## src/rtl/cache_types_pkg.sv

```systemverilog
// Shared cache-side types and constants.
// Used by the line adaptor and the cache datapath.
package cache_types_pkg;

    localparam int ADDR_WIDTH  = 32;
    localparam int LINE_WIDTH  = 256;
    localparam int BURST_WIDTH = 64;
    localparam int OFFSET_BITS = 5;
    localparam int BEATS       = LINE_WIDTH / BURST_WIDTH;
    localparam int CNT_W       = $clog2(BEATS);

    localparam logic [ADDR_WIDTH-1:0] ADDR_MASK =
        ~((32'd1 << OFFSET_BITS) - 32'd1);

    typedef enum logic [1:0] {
        IDLE,
        RD,
        WR,
        DONE
    } adaptor_state_t;

endpackage

```

## src/rtl/cacheline_adaptor.sv

```systemverilog
// Line-to-burst adaptor: one 256-bit pmem transfer
// becomes a 4-beat 64-bit burst on the memory port.
module cacheline_adaptor
    import cache_types_pkg::*;
(
    input  logic                   clk,
    input  logic                   rst,

    input  logic                   pmem_read,
    input  logic                   pmem_write,
    input  logic [ADDR_WIDTH-1:0]  pmem_address,
    input  logic [LINE_WIDTH-1:0]  pmem_wdata,
    output logic                   pmem_resp,
    output logic [LINE_WIDTH-1:0]  pmem_rdata,

    output logic [ADDR_WIDTH-1:0]  address_o,
    output logic                   read_o,
    output logic                   write_o,
    output logic [BURST_WIDTH-1:0] burst_o,
    input  logic [BURST_WIDTH-1:0] burst_i,
    input  logic                   resp_i
);

    localparam logic [CNT_W-1:0] LAST_BEAT = CNT_W'(BEATS - 1);
    localparam int               LOW_W     = LINE_WIDTH - BURST_WIDTH;

    adaptor_state_t        state_q, state_d;
    logic [CNT_W-1:0]      cnt_q, cnt_d;
    logic [ADDR_WIDTH-1:0] addr_q, addr_d;
    logic [LINE_WIDTH-1:0] wbuf_q, wbuf_d;
    logic [LINE_WIDTH-1:0] rbuf_q, rbuf_d;
    logic [LINE_WIDTH-1:0] rdata_q, rdata_d;

    always_ff @(posedge clk or posedge rst) begin
        if (rst) begin
            state_q <= IDLE;
            cnt_q   <= '0;
            addr_q  <= '0;
            wbuf_q  <= '0;
            rbuf_q  <= '0;
            rdata_q <= '0;
        end else begin
            state_q <= state_d;
            cnt_q   <= cnt_d;
            addr_q  <= addr_d;
            wbuf_q  <= wbuf_d;
            rbuf_q  <= rbuf_d;
            rdata_q <= rdata_d;
        end
    end

    always_comb begin
        state_d = state_q;
        cnt_d   = cnt_q;
        addr_d  = addr_q;
        wbuf_d  = wbuf_q;
        rbuf_d  = rbuf_q;
        rdata_d = rdata_q;
        unique case (state_q)
            IDLE: begin
                // Read has priority; a concurrent write stays pending.
                if (pmem_read) begin
                    addr_d  = pmem_address & ADDR_MASK;
                    cnt_d   = '0;
                    state_d = RD;
                end else if (pmem_write) begin
                    addr_d  = pmem_address & ADDR_MASK;
                    wbuf_d  = pmem_wdata;
                    cnt_d   = '0;
                    state_d = WR;
                end
            end
            RD: begin
                if (resp_i) begin
                    rbuf_d[int'(cnt_q)*BURST_WIDTH +: BURST_WIDTH] = burst_i;
                    cnt_d = cnt_q + 1'b1;
                    if (cnt_q == LAST_BEAT) begin
                        // Separate assembly buffer keeps pmem_rdata
                        // stable until the next read completes.
                        rdata_d = {burst_i, rbuf_q[LOW_W-1:0]};
                        state_d = DONE;
                    end
                end
            end
            WR: begin
                if (resp_i) begin
                    cnt_d = cnt_q + 1'b1;
                    if (cnt_q == LAST_BEAT) begin
                        state_d = DONE;
                    end
                end
            end
            DONE: begin
                state_d = IDLE;
            end
            default: begin
                state_d = IDLE;
            end
        endcase
    end

    assign read_o     = (state_q == RD);
    assign write_o    = (state_q == WR);
    assign pmem_resp  = (state_q == DONE);
    assign pmem_rdata = rdata_q;
    assign address_o  = addr_q;
    assign burst_o    = wbuf_q[int'(cnt_q)*BURST_WIDTH +: BURST_WIDTH];

endmodule
```

## config.mk

```make
export PLATFORM = sky130hd
export DESIGN_NAME = cacheline_adaptor
export DESIGN_NICKNAME = d
export VERILOG_FILES = /design/src/rtl/cache_types_pkg.sv /design/src/rtl/cacheline_adaptor.sv
export SDC_FILE = /design/constraint.sdc
export NUM_CORES = 1
export LEC_CHECK = 0
export BUFFER_PORTS_ARGS = -buffer_cell sky130_fd_sc_hd__buf_2
export CAP_MARGIN = 15
export CORE_MARGIN = 2
export CORE_UTILIZATION = 39
export DETAILED_ROUTE_END_ITERATION = 16
export SYNTH_ARGS = -nofsm -noshare
export SYNTH_HDL_FRONTEND = slang
export SYNTH_SLANG_ARGS = --single-unit
export TNS_END_PERCENT = 10
```

## constraint.sdc

```tcl
create_clock -name clk -period 59.2 [get_ports clk]
set_clock_uncertainty 0.05 [all_clocks]
set_input_delay 2.96 -clock clk [delete_from_list [all_inputs] [get_ports clk]]
set_output_delay 2.96 -clock clk [all_outputs]
set_load 0.01 [all_outputs]
```

==> flow_summary.toml, run 1 <==
[global_route]
grt_antenna_before_repair = 45
grt_max_degree = 173
track_usage_pct = 21.1
grt_pass1_vias = 19600
grt_pass1_wl_um = 125000
overflow = 0

[clock_network]
root_buffer = "clkbuf_16"
cts_tree = "yes"
cts_setup_buffers = 0
numCtsBuffers = 81
clock_latency_ns = 0.61
cts.sinks = 735
ctsHoldBuffers = 0
clk_pin_slew_worst_paths_ns = 0.06
cts.path.max_buffers = 3
ctsResizeCount = 0
htree_levels = 3

[synth]
synth_area_mm2 = 0.0293
synth_edf_count = 0
synth_flop_cell = "dfrtp_1"
yosysUniqueCellTypes = 29
avgSynthCellArea_um2 = 15.0
ys_ff_latch = 735
synth_top_area_share_pct = 62.7
yosysSeqAreaShare_pct = 62.7
synth_cells = 1954
yosysWarnings = 0
synthArstFlopShare_pct = 100
yosys.area.top_type = "dfrtp_1"
synth.top_cells.by_area = "dfrtp_1 (63%), mux2_2 (11%), mux2_1 (9.2%), mux4_2 (4.9%), nand2_1 (3.3%)"

[critical_path]
r2r_slack_ns = 55.94
path_class = "reg -> out"
worstSetupEndpointType = "output port"
cp_max_fo = 36
required_ns = 56.19
r2r_end = "rbuf_q[106]"
cp.arrival_ns = 3.09
r2r_start = "cnt_q[0]"
critPathLaunchType = "register"
r2r_cells = 6

[detailed_routing]
wirelength_um = 82000
ant_nets = 0
dr.pass1.iters = 5
drtIter0Drc = 940
drc = 0
vias = 18700
wl_per_cell_um = 22.3
viasPerCell = 5.08

[floorplanning]
die-area_mm2 = 0.0774
die_y_um = 278
initial_core_util_pct = 39.4
fp.dieW_um = 278
rows = 100
io_pins = 712
coreArea_mm2 = 0.0744

[power]
pwr-share-comb_pct = 28.2
power_frac_clock_pct = 28.8
swShare_pct = 30.3
peakVddDrop_mv = 0.0300
power.internal_w = 0.00123
seq_power_share_pct = 43.0
netSwitchingPower_w = 0.000534
power_density_mw_per_mm2 = 48.8
leakage_nw = 18.3

[placed_design]
place_hpwl_um = 57700
placed_cell_area_mm2 = 0.0334
gp_congestion = 0.851
io_buffers = 701
place_ws_ns = 53.38

[timing]
hold_violations = 0
rsz0062_at_grt = "false"
setup_viol = 0
min_period_ns = 6.10
fmax_mhz = 164
maxSlewViolCount = 0
finalSetupTns_ns = 0
relSlewSlack_pct = 21.7
worstMarginPinSlew_ns = 1.17
min_period_over_period_pct = 10.3
fin_ws_ns = 53.10
timing.hold.ws_ns = 0.420

[min_path]
holdPathStages = 1
hp-class = "reg -> reg"
holdPathEnd = "pmem_rdata[105]"
hp-start = "rbuf_q[105]"

[layout]
drive_above_1_share_pct = 45.3
fill_cells = 6536
area_delta_synth_final_pct = 23.3
nets = 3000
final_area_mm2 = 0.0362

[flow_run]
maxCapViolCount = 0

[run_status]
outcome = "finished clean"
[sequential cells by signal, indices dropped and copies added (netlist names)]
register and count:
pmem_rdata 256, wbuf_q 256, rbuf_q 192, address_o 27, cnt_q 2, state_q 2
[layout by cell type, fill, tap and decap left out, drive strengths merged, types with 10 or more instances in the layout]
master,instances
a22o,67
buf,723
clkbuf,122
clkinv,14
dfrtp,735
diode,11
ha,11
inv,10
mux2,539
mux4,64
nand2,254
o21ai,127
[worst max-delay path by stage]
stage                   from              end  slack (ns)  cells past startpoint
detailed placement       rst  pmem_rdata[180]       53.38                      4
CTS                 cnt_q[0]      burst_o[20]       52.91                      3
finish              cnt_q[0]      burst_o[20]       53.10                      3
floorplan                rst    address_o[10]       35.57                      1
global route        cnt_q[0]      burst_o[20]       52.81                      3
global placement         rst  pmem_rdata[182]       53.45                      4
[logic make-up (layout without fill, tap and decap cells)]
kind of cell | count (synthesis) | after routing | share of synthesized area, %
buffers and inverters | 138 | 876 | 3.24
DFF | 735 | 735 | 62.7
other | 1 | 16 | 0.0128
and+or+nand+nor | 265 | 265 | 3.56
muxes | 608 | 608 | 25.8
AOI/OAI and AO/OA | 196 | 196 | 4.24
adders and majority gates | 11 | 11 | 0.469
[cell usage after synthesis (2+ instances only)]
library cell    n
mux4_2         64
buf_2          22
ha_1           11
mux2_2        299
o21ai_0       101
mux2i_1         5
nand3_1         2
inv_1           6
nand2_1       254
nand3_2         2
clkbuf_1       28
buf_4          46
buf_1           5
mux2_1        240
o21ai_1        25
a22o_1         67
buf_6          31
dfrtp_1       735
[layout make-up]
| cell class | instances | area, um^2 | share of cell area (%) |
|---|---|---|---|
| Sequential cell | 735 | 18400 | 50.9 |
| Multi-Input combinational cell | 1085 | 10100 | 27.8 |
| Timing Repair Buffer | 723 | 3730 | 10.3 |
| Clock buffer | 122 | 2360 | 6.53 |
| Tap cell | 969 | 1210 | 3.35 |
| Clock inverter | 25 | 358 | 0.989 |
| Inverter | 6 | 30.0 | 0.0830 |
| Antenna cell | 11 | 27.5 | 0.0761 |
[stage by stage]
stage | utilization (%) | cells | total power [W]
detailed placement | 44.9 | 3517 | 0.00127
finish | 48.6 | 3676 | 0.00176
global route | 48.6 | 3676 | 0.00186
floorplan | - | 1958 | 0.00107
global placement | 44.9 | 3517 | 0.00125
CTS | 48.5 | 3664 | 0.00179
[power groups by stage]
stage,registers (W),clock network (W),logic [W]
4_1_cts,0.000759,0.000523,0.000507
2_1_floorplan,0.000759,0,0.000313
3_3_place_gp,0.000754,0,0.000492
6_report,0.000759,0.000508,0.000497
5_1_grt,0.000780,0.000545,0.000537
3_5_place_dp,0.000767,0,0.000504
[critical path, stage by stage, from the launching register on]
cell and delay [ns]:
dfrtp_4 0.89, buf_4 0.74, mux4_2 0.61, buf_2 0.18
[layer usage]
metal  GRT usage, %  share of wire [%]  wire (um)  vias up
li1               -                  -          -     8291
met3           8.23                8.6       7040      179
met4           6.36                2.9       2370       46
met5              0               0.36        293        -
met2           34.7                 49      40000      618
met1           25.7                 39      32300     9549
No activity file was read; power rests on OpenSTA's default activity.
==> run 2, diff against run 1 <==
==> constraint.sdc (replaced) <==
create_clock -name clk -period 5.65 [get_ports clk]
set_clock_uncertainty 0.05 [all_clocks]
set_input_delay 0.2825 -clock clk [delete_from_list [all_inputs] [get_ports clk]]
set_output_delay 0.2825 -clock clk [all_outputs]
set_load 0.01 [all_outputs]
==> flow_summary.toml, run 2 (same netlist as run 1, synthesis figures left out) <==
[critical_path]
r2r_start = "cnt_q[0]"
path_class = "reg -> reg"
cp.arrival_ns = 4.15
worstSetupEndpointType = "register"
r2r_end = "rbuf_q[56]"
r2r_slack_ns = 2.00
r2r_cells = 6
critPathLaunchType = "register"
required_ns = 6.15
cp_max_fo = 42

[detailed_routing]
wl_per_cell_um = 21.4
ant_nets = 0
drtIter0Drc = 1228
vias = 20200
drc = 0
wirelength_um = 86100
dr.pass1.iters = 5
viasPerCell = 5.01

[global_route]
grt_max_degree = 205
grt_antenna_before_repair = 14
overflow = 0
grt_pass1_wl_um = 131000
track_usage_pct = 22.0
grt_pass1_vias = 21700

[clock_network]
clock_latency_ns = 0.63
numCtsBuffers = 80
clk_pin_slew_worst_paths_ns = 0.06
ctsResizeCount = 0
htree_levels = 3
root_buffer = "clkbuf_16"
cts.sinks = 735
cts_tree = "yes"
cts.path.max_buffers = 3

[placed_design]
place_ws_ns = 1.93
placed_cell_area_mm2 = 0.0335
io_buffers = 701
gp_congestion = 0.872
place_hpwl_um = 58000

[power]
leakage_nw = 19.7
power_density_mw_per_mm2 = 473
peakVddDrop_mv = 0.321
power_w = 0.0188

[floorplanning]
rows = 100
initial_core_util_pct = 39.4
die_y_um = 278
io_pins = 712
die-area_mm2 = 0.0774
coreArea_mm2 = 0.0744
fp.dieW_um = 278

[timing]
maxSlewViolCount = 0
hold_violations = 0
relSlewSlack_pct = 11.7
fin_ws_ns = 2.00
setup_viol = 0
rsz0062_at_grt = "false"
timing.hold.ws_ns = 0.169
fmax_mhz = 274
min_period_over_period_pct = 64.6
worstMarginPinSlew_ns = 1.33
min_period_ns = 3.65

[min_path]
hp-start = "resp_i"
holdPathStages = 4
hp-class = "in -> reg"
holdPathEnd = "cnt_q[0]"

[layout]
final_cell_mix = "dfrtp_1 (733), buf_2 (701), dlygate4sd3_1 (349)"
area_delta_synth_final_pct = 35.3
final_common_cell = "dfrtp_1"
nets = 3350
final_area_mm2 = 0.0397
drive_above_1_share_pct = 40.4

[flow_run]
maxCapViolCount = 0

[run_status]
outcome = "finished clean"
run 2: cell count changes in the layout (fill, tap and decap cells not counted), moves of 2 or more:
| cell | previous run | this run |
|---|---|---|
| clkbuf_1 | 23 | 14 |
| buf_12 | 3 | 6 |
| clkinvlp_4 | 2 | 4 |
| dlygate4sd3_1 | 0 | 349 |
| clkinv_2 | 9 | 15 |
run 2: worst max-delay path, stage by stage, from the launching register on:
cell     delay, ns
dfrtp_4       0.88
inv_1         0.31
ha_1          0.43
and4b_1       0.25
and3_2        0.93
buf_4         0.48
a22o_1        0.19
run 2: what timing repair did:
item | 4_1_cts | 5_1_grt
hold buffers | 349 | 0
hold endpoints to repair | 564 | 0
buffers inserted | 0 | 0
run 2: final cells by class:
type,instances,area [um^2]
clock inverters,32,387
repair buffers,1074,7260
flip-flops and latches,735,18400
inverters,6,26.3
multi-input cells,1085,10100
well taps,969,1210
fillers,6159,34800
clock buffers,113,2320
diodes,11,27.5
run 2: through the flow:
step                      instances   TNS, ns  util [%]
final                          4025         0      53.3
after global routing           4024         0      53.3
after CTS                      4014         0      53.3
after detailed placement       3520         0      45.0
after global placement         3520         0      45.0
after floorplan                1958  -3494.22         -
run 2: worst max path at each step:
stage	slack, ns	end	start
2_1_floorplan	-4.75	address_o[10]	rst
3_3_place_gp	2.06	rbuf_q[56]	cnt_q[0]
3_5_place_dp	1.93	rbuf_q[56]	cnt_q[0]
4_1_cts	1.91	rbuf_q[56]	cnt_q[0]
5_1_grt	1.72	rbuf_q[56]	cnt_q[0]
6_report	2.00	rbuf_q[56]	cnt_q[0]
run 2: layer usage:
metal / GRT usage [%] / up-vias / routed length (um)
li1: - / 8985 / -
met1: 26.8 / 10400 / 34300
met2: 37.3 / 650 / 42700
met3: 6.50 / 164 / 6220
met4: 7.86 / 8 / 2760
met5: 0 / - / 55
run 2: power by group:
group	switching (W)	total (W)	leakage, nW	internal [W]
clock	0.00220	0.00528	1.33	0.00308
sequential	0.000974	0.00798	9.63	0.00701
combinational	0.00260	0.00550	8.79	0.00289
==> run 3, diff against run 2 <==
==> constraint.sdc (replaced) <==
create_clock -name clk -period 3.6 [get_ports clk]
set_clock_uncertainty 0.05 [all_clocks]
set_input_delay 0.18 -clock clk [delete_from_list [all_inputs] [get_ports clk]]
set_output_delay 0.18 -clock clk [all_outputs]
set_load 0.01 [all_outputs]
==> flow_summary.toml, run 3 (same netlist as run 1, synthesis figures left out) <==
[timing]
worstMarginPinSlew_ns = 1.15
maxSlewViolCount = 0
hold_violations = 0
min_period_over_period_pct = 76.8
rsz0062_at_grt = "false"
finalSetupTns_ns = 0
setup_viol = 0
timing.hold.ws_ns = 0.0416
min_period_ns = 2.76
fmax_mhz = 362
relSlewSlack_pct = 23.1

[floorplanning]
io_pins = 712
coreArea_mm2 = 0.0744
die_y_um = 278
rows = 100
initial_core_util_pct = 39.4
die-area_mm2 = 0.0774
fp.dieW_um = 278

[clock_network]
clk_pin_slew_worst_paths_ns = 0.05
cts_tree = "yes"
root_buffer = "clkbuf_16"
cts.path.max_buffers = 3
cts.sinks = 735
numCtsBuffers = 80
htree_levels = 3
clock_latency_ns = 0.62
ctsResizeCount = 0
cts_setup_buffers = 0

[min_path]
hp-class = "in -> async"

[critical_path]
crit_chain = "buf_4 > mux4_2 > buf_2"
r2r_cells = 5
required_ns = 3.37
critPathLaunchType = "register"
cp.arrival_ns = 2.53
worstSetupEndpointType = "output port"
max_stage_delay_ns = 0.86
path_class = "reg -> out"
worst_path_max_delay_cell = "buf_4"
cp_max_fo = 64

[detailed_routing]
vias = 20300
viasPerCell = 5.02
drc = 0
drtIter0Drc = 941
wl_per_cell_um = 21.1
wirelength_um = 85200
ant_nets = 0
dr.pass1.iters = 5

[global_route]
track_usage_pct = 22.0
overflow = 0
grt_antenna_before_repair = 11
grt_pass1_vias = 21700
grt_max_degree = 190
grt_pass1_wl_um = 132000

[power]
power_density_mw_per_mm2 = 738
leakage_nw = 19.9
peakVddDrop_mv = 0.489

[flow_run]
maxCapViolCount = 0

[run_status]
outcome = "finished clean"

[layout]
nets = 3370
drive_above_1_share_pct = 40.7
area_delta_synth_final_pct = 36.3
fill_cells = 6089
final_cell_mix = "dfrtp_1 (733), buf_2 (701), dlygate4sd3_1 (349)"
final_common_cell = "dfrtp_1"

[placed_design]
place_hpwl_um = 59000
io_buffers = 701
gp_congestion = 0.834
[run 3: area by class of cell]
| cell class | instances | area, um^2 | area share [%] |
|---|---|---|---|
| Inverter | 6 | 26.3 | 0.0657 |
| Clock inverter | 18 | 238 | 0.595 |
| Tap cell | 969 | 1210 | 3.03 |
| Sequential cell | 735 | 18400 | 46.0 |
| Clock buffer | 125 | 2460 | 6.16 |
| Timing Repair Buffer | 1094 | 7560 | 18.9 |
| Antenna cell | 6 | 15.0 | 0.0376 |
| Multi-Input combinational cell | 1085 | 10100 | 25.2 |
[run 3: report_power, final]
group,internal [W],switching [W]
logic,0.00461,0.00416
clock network,0.00494,0.00336
registers,0.0110,0.00141
total,0.0205,0.00894
[run 3: through the flow]
step           cell area, um^2  instances  setup slack, ns  util [%]  power (W)
6_report                 40000       4038            0.836      53.7     0.0295
5_1_grt                  40000       4037            0.747      53.7     0.0311
4_1_cts                  40000       4032            0.775      53.7     0.0298
3_5_place_dp             33800       3540            0.985      45.4     0.0210
3_3_place_gp             33800       3540             1.07      45.4     0.0206
2_1_floorplan            29400       1958            -6.70         -     0.0176
[run 3: worst paths after layout]
| path | startpoint | endpoint | slack, ns |
|---|---|---|---|
| min reg2reg | rbuf_q[183] | rbuf_q[183] | 0.42 |
| max | cnt_q[1] | burst_o[58] | 0.84 |
| max reg2reg | state_q[1] | pmem_rdata[112] | 1.02 |
| min in group clk | resp_i | cnt_q[0] | 0.08 |
| min | rst | address_o[10] | 0.04 |
| max in group asynchronous | rst | rbuf_q[177] | 2.10 |
[run 3: critical path: cells and delay by family (launching register included)]
kind	cells	cell delay, ns
flip-flops	1	0.39
multiplexers	1	0.46
buffers and inverters	2	1.04
[run 3: routing by layer]
metal	vias to the layer above	part of all wire (%)	global-route usage, %
met2	654	49	36.9
li1	9029	-	-
met1	10400	40	26.9
met3	168	6.9	6.10
met5	-	0.067	0
met4	10	3.9	8.88
[run 3: what timing repair did]
item,4_1_cts,5_1_grt
hold buffers,349,0
hold endpoints to repair,604,0
endpoints found under the setup margin,0,0
